## src/rtl/sram_arbiter.sv

```systemverilog
// Two-port arbiter for a shared asynchronous 16-bit SRAM. Reads win by default, and a starvation
// counter forces a waiting write. Each access holds the strobes for a fixed time, then one turnaround cycle.
module sram_arbiter #(
   parameter int ACCESS_CYCLES = 2,
   parameter int STARVE_LIMIT  = 4
) (
   input  logic        clk,
   input  logic        reset,
   input  logic        rd_req,
   input  logic [19:0] rd_addr,
   output logic        rd_ack,
   output logic [15:0] rd_data,
   output logic        rd_valid,
   input  logic        wr_req,
   input  logic [19:0] wr_addr,
   input  logic [15:0] wr_data,
   output logic        wr_ack,
   output logic        wr_done,
   output logic        addr_sel,
   output logic [19:0] sram_addr,
   input  logic [15:0] sram_dq_in,
   output logic [15:0] sram_dq_out,
   output logic        sram_dq_oe,
   output logic        sram_ce_n,
   output logic        sram_oe_n,
   output logic        sram_we_n,
   output logic        sram_ub_n,
   output logic        sram_lb_n
);

   typedef enum logic [1:0] {
      IDLE    = 2'd0,
      RD      = 2'd1,
      WR      = 2'd2,
      RECOVER = 2'd3
   } state_t;

   localparam logic [3:0] ACC_LAST   = 4'(ACCESS_CYCLES);
   localparam logic [3:0] STARVE_MAX = 4'(STARVE_LIMIT);

   state_t      state_reg, state_next;
   logic [3:0]  cnt_reg, cnt_next;
   logic [3:0]  starve_reg, starve_next;

   logic        rd_ack_reg, rd_ack_next;
   logic        wr_ack_reg, wr_ack_next;
   logic        rd_valid_reg, rd_valid_next;
   logic        wr_done_reg, wr_done_next;
   logic        addr_sel_reg, addr_sel_next;
   logic [19:0] sram_addr_reg, sram_addr_next;
   logic [15:0] dq_out_reg, dq_out_next;
   logic [15:0] rd_data_reg, rd_data_next;
   logic        dq_oe_reg, dq_oe_next;
   logic        ce_n_reg, ce_n_next;
   logic        oe_n_reg, oe_n_next;
   logic        we_n_reg, we_n_next;

   logic        grant_rd, grant_wr;
   logic        last_beat;
   logic [1:0]  be_n;

   // Requests are only looked at in IDLE; a pending write wins once the reads have used up their quota.
   always_comb begin
      grant_rd = 1'b0;
      grant_wr = 1'b0;
      if (state_reg == IDLE) begin
         if (rd_req && wr_req) begin
            if (starve_reg == STARVE_MAX)
               grant_wr = 1'b1;
            else
               grant_rd = 1'b1;
         end else if (rd_req) begin
            grant_rd = 1'b1;
         end else if (wr_req) begin
            grant_wr = 1'b1;
         end
      end
   end

   assign last_beat = (cnt_reg == ACC_LAST);

   // State register plus all registered outputs
   always_ff @(posedge clk) begin
      if (reset) begin
         state_reg     <= IDLE;
         cnt_reg       <= 4'd0;
         starve_reg    <= 4'd0;
         rd_ack_reg    <= 1'b0;
         wr_ack_reg    <= 1'b0;
         rd_valid_reg  <= 1'b0;
         wr_done_reg   <= 1'b0;
         addr_sel_reg  <= 1'b0;
         sram_addr_reg <= 20'd0;
         dq_out_reg    <= 16'd0;
         rd_data_reg   <= 16'd0;
         dq_oe_reg     <= 1'b0;
         ce_n_reg      <= 1'b1;
         oe_n_reg      <= 1'b1;
         we_n_reg      <= 1'b1;
      end else begin
         state_reg     <= state_next;
         cnt_reg       <= cnt_next;
         starve_reg    <= starve_next;
         rd_ack_reg    <= rd_ack_next;
         wr_ack_reg    <= wr_ack_next;
         rd_valid_reg  <= rd_valid_next;
         wr_done_reg   <= wr_done_next;
         addr_sel_reg  <= addr_sel_next;
         sram_addr_reg <= sram_addr_next;
         dq_out_reg    <= dq_out_next;
         rd_data_reg   <= rd_data_next;
         dq_oe_reg     <= dq_oe_next;
         ce_n_reg      <= ce_n_next;
         oe_n_reg      <= oe_n_next;
         we_n_reg      <= we_n_next;
      end
   end

   // Next state and access-beat counter; the counter reads 1 in the first strobe cycle
   always_comb begin
      state_next = state_reg;
      cnt_next   = cnt_reg;
      case (state_reg)
         IDLE: begin
            if (grant_rd) begin
               state_next = RD;
               cnt_next   = 4'd1;
            end else if (grant_wr) begin
               state_next = WR;
               cnt_next   = 4'd1;
            end
         end
         RD, WR: begin
            if (last_beat) begin
               state_next = RECOVER;
               cnt_next   = 4'd0;
            end else begin
               cnt_next = cnt_reg + 4'd1;
            end
         end
         RECOVER: state_next = IDLE;
         default: begin
            state_next = IDLE;
            cnt_next   = 4'd0;
         end
      endcase
   end

   // Starvation counter only tracks reads granted over the head of a waiting write
   always_comb begin
      starve_next = starve_reg;
      if (!wr_req)
         starve_next = 4'd0;
      else if (grant_wr)
         starve_next = 4'd0;
      else if (grant_rd && (starve_reg < STARVE_MAX))
         starve_next = starve_reg + 4'd1;
   end

   // Output decode: strobes follow the state being entered so they line up with it after the register
   always_comb begin
      ce_n_next      = !((state_next == RD) || (state_next == WR));
      oe_n_next      = (state_next != RD);
      we_n_next      = (state_next != WR);
      dq_oe_next     = (state_next == WR);
      rd_ack_next    = grant_rd;
      wr_ack_next    = grant_wr;
      rd_valid_next  = (state_reg == RD) && last_beat;
      wr_done_next   = (state_reg == WR) && last_beat;
      addr_sel_next  = addr_sel_reg;
      sram_addr_next = sram_addr_reg;
      dq_out_next    = dq_out_reg;
      rd_data_next   = rd_data_reg;
      if (grant_rd) begin
         addr_sel_next  = 1'b0;
         sram_addr_next = rd_addr;
      end else if (grant_wr) begin
         addr_sel_next  = 1'b1;
         sram_addr_next = wr_addr;
         dq_out_next    = wr_data;
      end
      if ((state_reg == RD) && last_beat)
         rd_data_next = sram_dq_in;
   end

   genvar gi;
   generate
      for (gi = 0; gi < 2; gi++) begin : g_byte_en
         assign be_n[gi] = ce_n_reg;
      end
   endgenerate

   assign rd_ack      = rd_ack_reg;
   assign wr_ack      = wr_ack_reg;
   assign rd_valid    = rd_valid_reg;
   assign wr_done     = wr_done_reg;
   assign rd_data     = rd_data_reg;
   assign addr_sel    = addr_sel_reg;
   assign sram_addr   = sram_addr_reg;
   assign sram_dq_out = dq_out_reg;
   assign sram_dq_oe  = dq_oe_reg;
   assign sram_ce_n   = ce_n_reg;
   assign sram_oe_n   = oe_n_reg;
   assign sram_we_n   = we_n_reg;
   assign sram_ub_n   = be_n[1];
   assign sram_lb_n   = be_n[0];

endmodule
```

## config.mk

```make
export PLATFORM = sky130hd
export DESIGN_NAME = sram_arbiter
export DESIGN_NICKNAME = d
export VERILOG_FILES = /design/src/rtl/sram_arbiter.sv
export SDC_FILE = /design/constraint.sdc
export NUM_CORES = 1
export LEC_CHECK = 0
export BUFFER_PORTS_ARGS = -buffer_cell sky130_fd_sc_hd__buf_2
export CORE_MARGIN = 4
export CORE_UTILIZATION = 42
export DETAILED_ROUTE_END_ITERATION = 10
export PLACE_DENSITY = 0.84
export SKIP_CTS_REPAIR_TIMING = 1
export SLEW_MARGIN = 20
export SYNTH_ARGS = -nofsm -noshare
export SYNTH_HDL_FRONTEND = slang
export SYNTH_SLANG_ARGS = --single-unit
```

## constraint.sdc

```tcl
create_clock -name clk -period 1.95 [get_ports clk]
set_input_delay 0.0975 -clock clk [delete_from_list [all_inputs] [get_ports clk]]
set_output_delay 0.0975 -clock clk [all_outputs]
set_load 0.005 [all_outputs]
```

* After elaboration in Yosys (flattened, before gate mapping)
Cells that the tools add are included.
Operators by class: $add $sub $neg 2, multiply operators 0, div/mod/pow operators 0, magnitude comparators 1, equal/unequal tests 10, shift-type cells 0, muxes and demuxes 19, bitwise logic cells 2, reductions and logical operators 14
Operators by type and width (number):
- $mux W20 | 2
- $mux W4 | 3
- $mux W1 | 9
- $add A4 B1 Y4 const B | 2
- $pmux W4 S2 | 1
- $eq A2 B2 Y1 const B | 3
- $mux W2 | 3
- $pmux W2 S3 | 1
- $eq A2 B1 Y1 const B | 2
- $eq A4 B2 Y1 const B | 1
- $eq A4 B3 Y1 const B | 1
- $logic_and A1 B1 Y1 | 4
- $lt A4 B3 Y1 const B | 1
- $reduce_and A2 Y1 | 2
- $reduce_bool A2 Y1 | 2
- $reduce_or A2 Y1 | 2
- $ne A3 B3 Y1 const B | 1
- $reduce_or A3 Y1 | 1
- $logic_not A2 Y1 | 1
- $ne A2 B1 Y1 const B | 1
- $ne A2 B2 Y1 const B | 1
- $not A1 Y1 | 2
- $logic_not A1 Y1 | 1
- $logic_or A1 B1 Y1 | 1
Word-level totals: register bits 71, bits in latches 0, memory bits (writable) 0, memory bits (read-only) 0, memories 0

* Longest topological paths before layout
depth in word-level cells 10, gate-level depth with buffers 9, mapped depth without buffers 7

* Worst setup path before layout
Ideal clock, no wire load.
path type register -> register, start reg starve_reg[0], end reg ce_n_reg (netlist: sram_ce_n), library setup time 0.123 ns, arrival time 1.935 ns, setup slack -0.109 ns, stages on the path, launching flop included 10, buffers on the path 2, clock period less this slack 2.059 ns, cell sequence dfxtp_1 > inv_1 > ha_1 > and3b_1 > a21o_1 > buf_6 > buf_6 > a32o_1 > ha_1 > or2_2
Between the ends: cells in the longest elaborated chain, start to end 10, elaborated cells between the ends (all ways) 14
RTL lines:
- start: declaration | line 43 | logic [3:0] starve_reg, starve_next;
- start signal: assignment | line 103 | starve_reg <= starve_next;
- $eq A4 B3 Y1 * | line 68 | if (starve_reg == STARVE_MAX)
- $mux W1 | line 68
- $mux W1 | line 67 | if (rd_req && wr_req) begin
- $mux W1 | line 66 | if (state_reg == IDLE) begin
- $mux W2 | line 128 | end else if (grant_wr) begin
- $mux W2 * | line 125 | if (grant_rd) begin
- $pmux W2 S3 * | line 123 | case (state_reg)
- $eq A2 B1 Y1 or $eq A2 B2 Y1 (tied branches) | line 162 | ce_n_next = !((state_next == RD) || (state_next == WR));
- $logic_or A1 B1 Y1 * | line 162
- $logic_not A1 Y1 * | line 162
- net ce_n_next | line 54 | logic ce_n_reg, ce_n_next;
- end signal: assignment | line 113 | ce_n_reg <= ce_n_next;
- end: declaration | line 54
The timed path passes the listed nets; every way through them passes the cells marked *. A chain may end at the register's enable or synchronous reset.

* Worst setup path after layout
Same ends and word-level chain as after synthesis.

==> flow_summary_export.csv <==
group,metric,value,unit
die,die_width,93.00,um
worst_setup_path,critPathSlowestCell,"dfxtp_2",
worst_setup_path,ff2ff_setup_slack,0.08,ns
synth,ys_ff_latch,71,
routing,viasPerCell,4.967,
hold_path,whs_path_depth,3,
timing,setup_viol,0,
hold_path,worstHoldStart,"sram_dq_in[15]",
power_and_ir_drop,power_density,1144,nW/um^2
clock_network,cts_buffers,9,
synth,synth_mux_area_share,5.608,%
layout,drive_above_1_share,40.57,%
routing,wl_per_cell,13.34,um
clock_network,clockBufferDepth,2,
layout,final_area,4218,um^2
timing,fin_crit,1.868,ns
synth,synth_fa_ha_area_share,4.536,%
placed_design,postPlaceCellArea,3855,um^2
layout,mostFrequentLayoutCells,"buf_2 (138), nand2_1 (72), dfxtp_1 (68)",
placed_design,dp_slack,-0.1546,ns
placed_design,dp.cells,560,
layout,antennaDiodeCount,0,
layout,largest_reg_flops,20,
synth,syn_area,3034,um^2
worst_setup_path,timing.rr.end,"sram_ce_n",
timing,period_share,95.80,%
global_routing,overflow,0,
worst_setup_path,r2r-start,"starve_reg[0]",
synth,syn_area_per_cell,9.057,um^2
layout,stdcell_count,584,
timing,layout_setup_ws,0.08191,ns
synth,synth-edff-count,0,
layout,n_fill_cell,628,
global_routing,grt_pass1_wl,12880,um
worst_setup_path,crit_buf_inv,1,
worst_setup_path,cp_top_family,"compound AO/OA/AOI/OAI gates",
synth,syn_inst,335,
synth,synth_cell_types,46,
worst_setup_path,crit_fanout,6,
die,die_y,93.00,um
run,max-cap-violations,0,
routing,dr.pass1.iters,4,
worst_setup_path,start_kind,"register",
synth,synth-compound-area-share,18.85,%
timing,skew,0.01512,ns
clock_network,clk_pin_slew,0.07,ns
outcome,status,"finished, violations left",
routing,drt_wl_total,7792,um
outcome,violations,"negative hold slack",
global_routing,antenna_found_initial,0,
layout,fin_nets,570,
synth,yosys.area_share.simple,15.55,%
die,initial_core_util,43.93,%
synth,synth_nets,422,
die,row_count,30,
die,fp.coreArea,6907,um^2
synth,synth_top_family_by_area,"compound AO/OA/AOI/OAI gates",
power_and_ir_drop,leakagePower,1.967,nW
placed_design,io_buffers,138,
timing,drv_slew,0,
routing,vias,2901,
layout,final_common_cell,"buf_2",
placed_design,place_congestion,0.7882,
synth,synth_ff_type,"dfxtp_1",
power_and_ir_drop,ir_drop,0.0006451,V
hold_path,hold_class,"input pin to register",
worst_setup_path,r2r_cells,7,
clock_network,h-tree-depth,3,
hold_path,holdPathEnd,"rd_data[15]",
worst_setup_path,end_kind,"register",
global_routing,grt.total_usage,18.37,%
clock_network,cts_tree,"yes",
routing,drt_iter0_drc,145,
worst_setup_path,crit_chain,"inv_2, ha_2, and3b_1, a21o_4, a32o_2, ha_1, or2_4",
synth,synth_top_area_share,46.85,%
synth,yosysTopAreaCell,"dfxtp_1",
layout,synthToLayoutAreaGrowth,39.01,%
timing,maxSlewHeadroom,68.97,%
worst_setup_path,required,2.17,ns
synth,synthArstFlopShare,0,%
clock_network,clock_latency,0.34,ns
die,boundaryPins,139,
clock_network,cts.sink_count,71,
die,die_area,8648,um^2
global_routing,grt_max_degree,45,
synth,synth_seq_area_share,46.85,%
timing,fmax,535.3,MHz
worst_setup_path,critPathKind,"register to register",
synth,synth_xor_xnor_area_share,0.2887,%
routing,drc,0,
worst_setup_path,critPathArrivalTime,2.09,ns
synth,yosys-top-cells-area,"dfxtp_1 (47%), nand2_1 (8.9%), a21oi_1 (6.3%)",
worst_setup_path,max_stage_delay,0.36,ns
placed_design,hpwl,5729,um
synth,synth-warning-count,0,
timing,worstMarginPinSlew,0.4655,ns
routing,final_antenna_net_count,0,
clock_network,cts_root_buf,"clkbuf_8",
global_routing,grt_pass1_vias,2921,
timing,hold_viol,4,
timing,rsz0062_at_grt,"no",
timing,timing.hold.ws,-0.005836,ns
worst register-to-register path: stages (launching register included):
cell and delay [ns]:
dfxtp_2 0.36, inv_2 0.04, ha_2 0.16, and3b_1 0.19, a21o_4 0.24, a32o_2 0.28, ha_1 0.29, or2_4 0.22
final cells by class:
cell class | instances | area, um^2 | area share (%)
clock buffers | 10 | 137.6 | 3.263
clock inverters | 6 | 107.6 | 2.551
inverters | 29 | 108.9 | 2.581
multi-input cells | 210 | 1415 | 33.55
flip-flops and latches | 71 | 1425 | 33.79
well taps | 96 | 120.1 | 2.848
repair buffers | 162 | 903.4 | 21.42
per-stage QoR:
step | power [W] | utilization [%] | TNS [ns]
detailed placement | 0.003385 | 55.82 | -0.1546
finish | 0.004826 | 61.07 | 0
CTS | 0.004814 | 59.37 | -0.2035
global route | 0.005144 | 61.07 | 0
floorplan | 0.002820 | - | -0.02987
global placement | 0.003311 | 55.82 | -0.008955
Yosys cell counts (all sizes together) (2+ instances only):
master / n
nor3b: 2
o31ai: 2
a32o: 2
or4: 3
ha: 11
nand3: 2
or2: 3
o21ai: 4
dfxtp: 71
clkbuf: 9
o221a: 20
inv: 29
mux2i: 17
a31oi: 2
nor2b: 4
nor3: 5
a21oi: 38
buf: 16
nor2: 5
nand2: 72
metal layers:
layer	GRT usage (%)	share of wire, %
met1	21.09	41
met5	0	0
met4	7.814	2.4
met2	31.07	49
met3	6.275	7.6
worst max-delay path by stage:
stage,start,endpoint,cells past startpoint
3_5_place_dp,cnt_reg[0],sram_ce_n,7
3_3_place_gp,cnt_reg[0],sram_ce_n,7
5_1_grt,starve_reg[0],sram_ce_n,7
4_1_cts,cnt_reg[0],sram_ce_n,7
2_1_floorplan,starve_reg[0],sram_ce_n,9
6_report,starve_reg[0],sram_ce_n,7
cell families after synthesis:
kind of cell    count (synthesis)
simple gates                  103
flops                          71
mux                            17
fa+ha+maj                      11
compound gates                 78
xor+xnor                        1
buf+inv                        54
power by group:
part           internal [W]  switching (W)
logic              0.000808       0.000795
clock network      0.000880       0.000530
registers           0.00170       0.000117
total               0.00338        0.00144
Note: power is estimated with default switching activity, not from simulation.
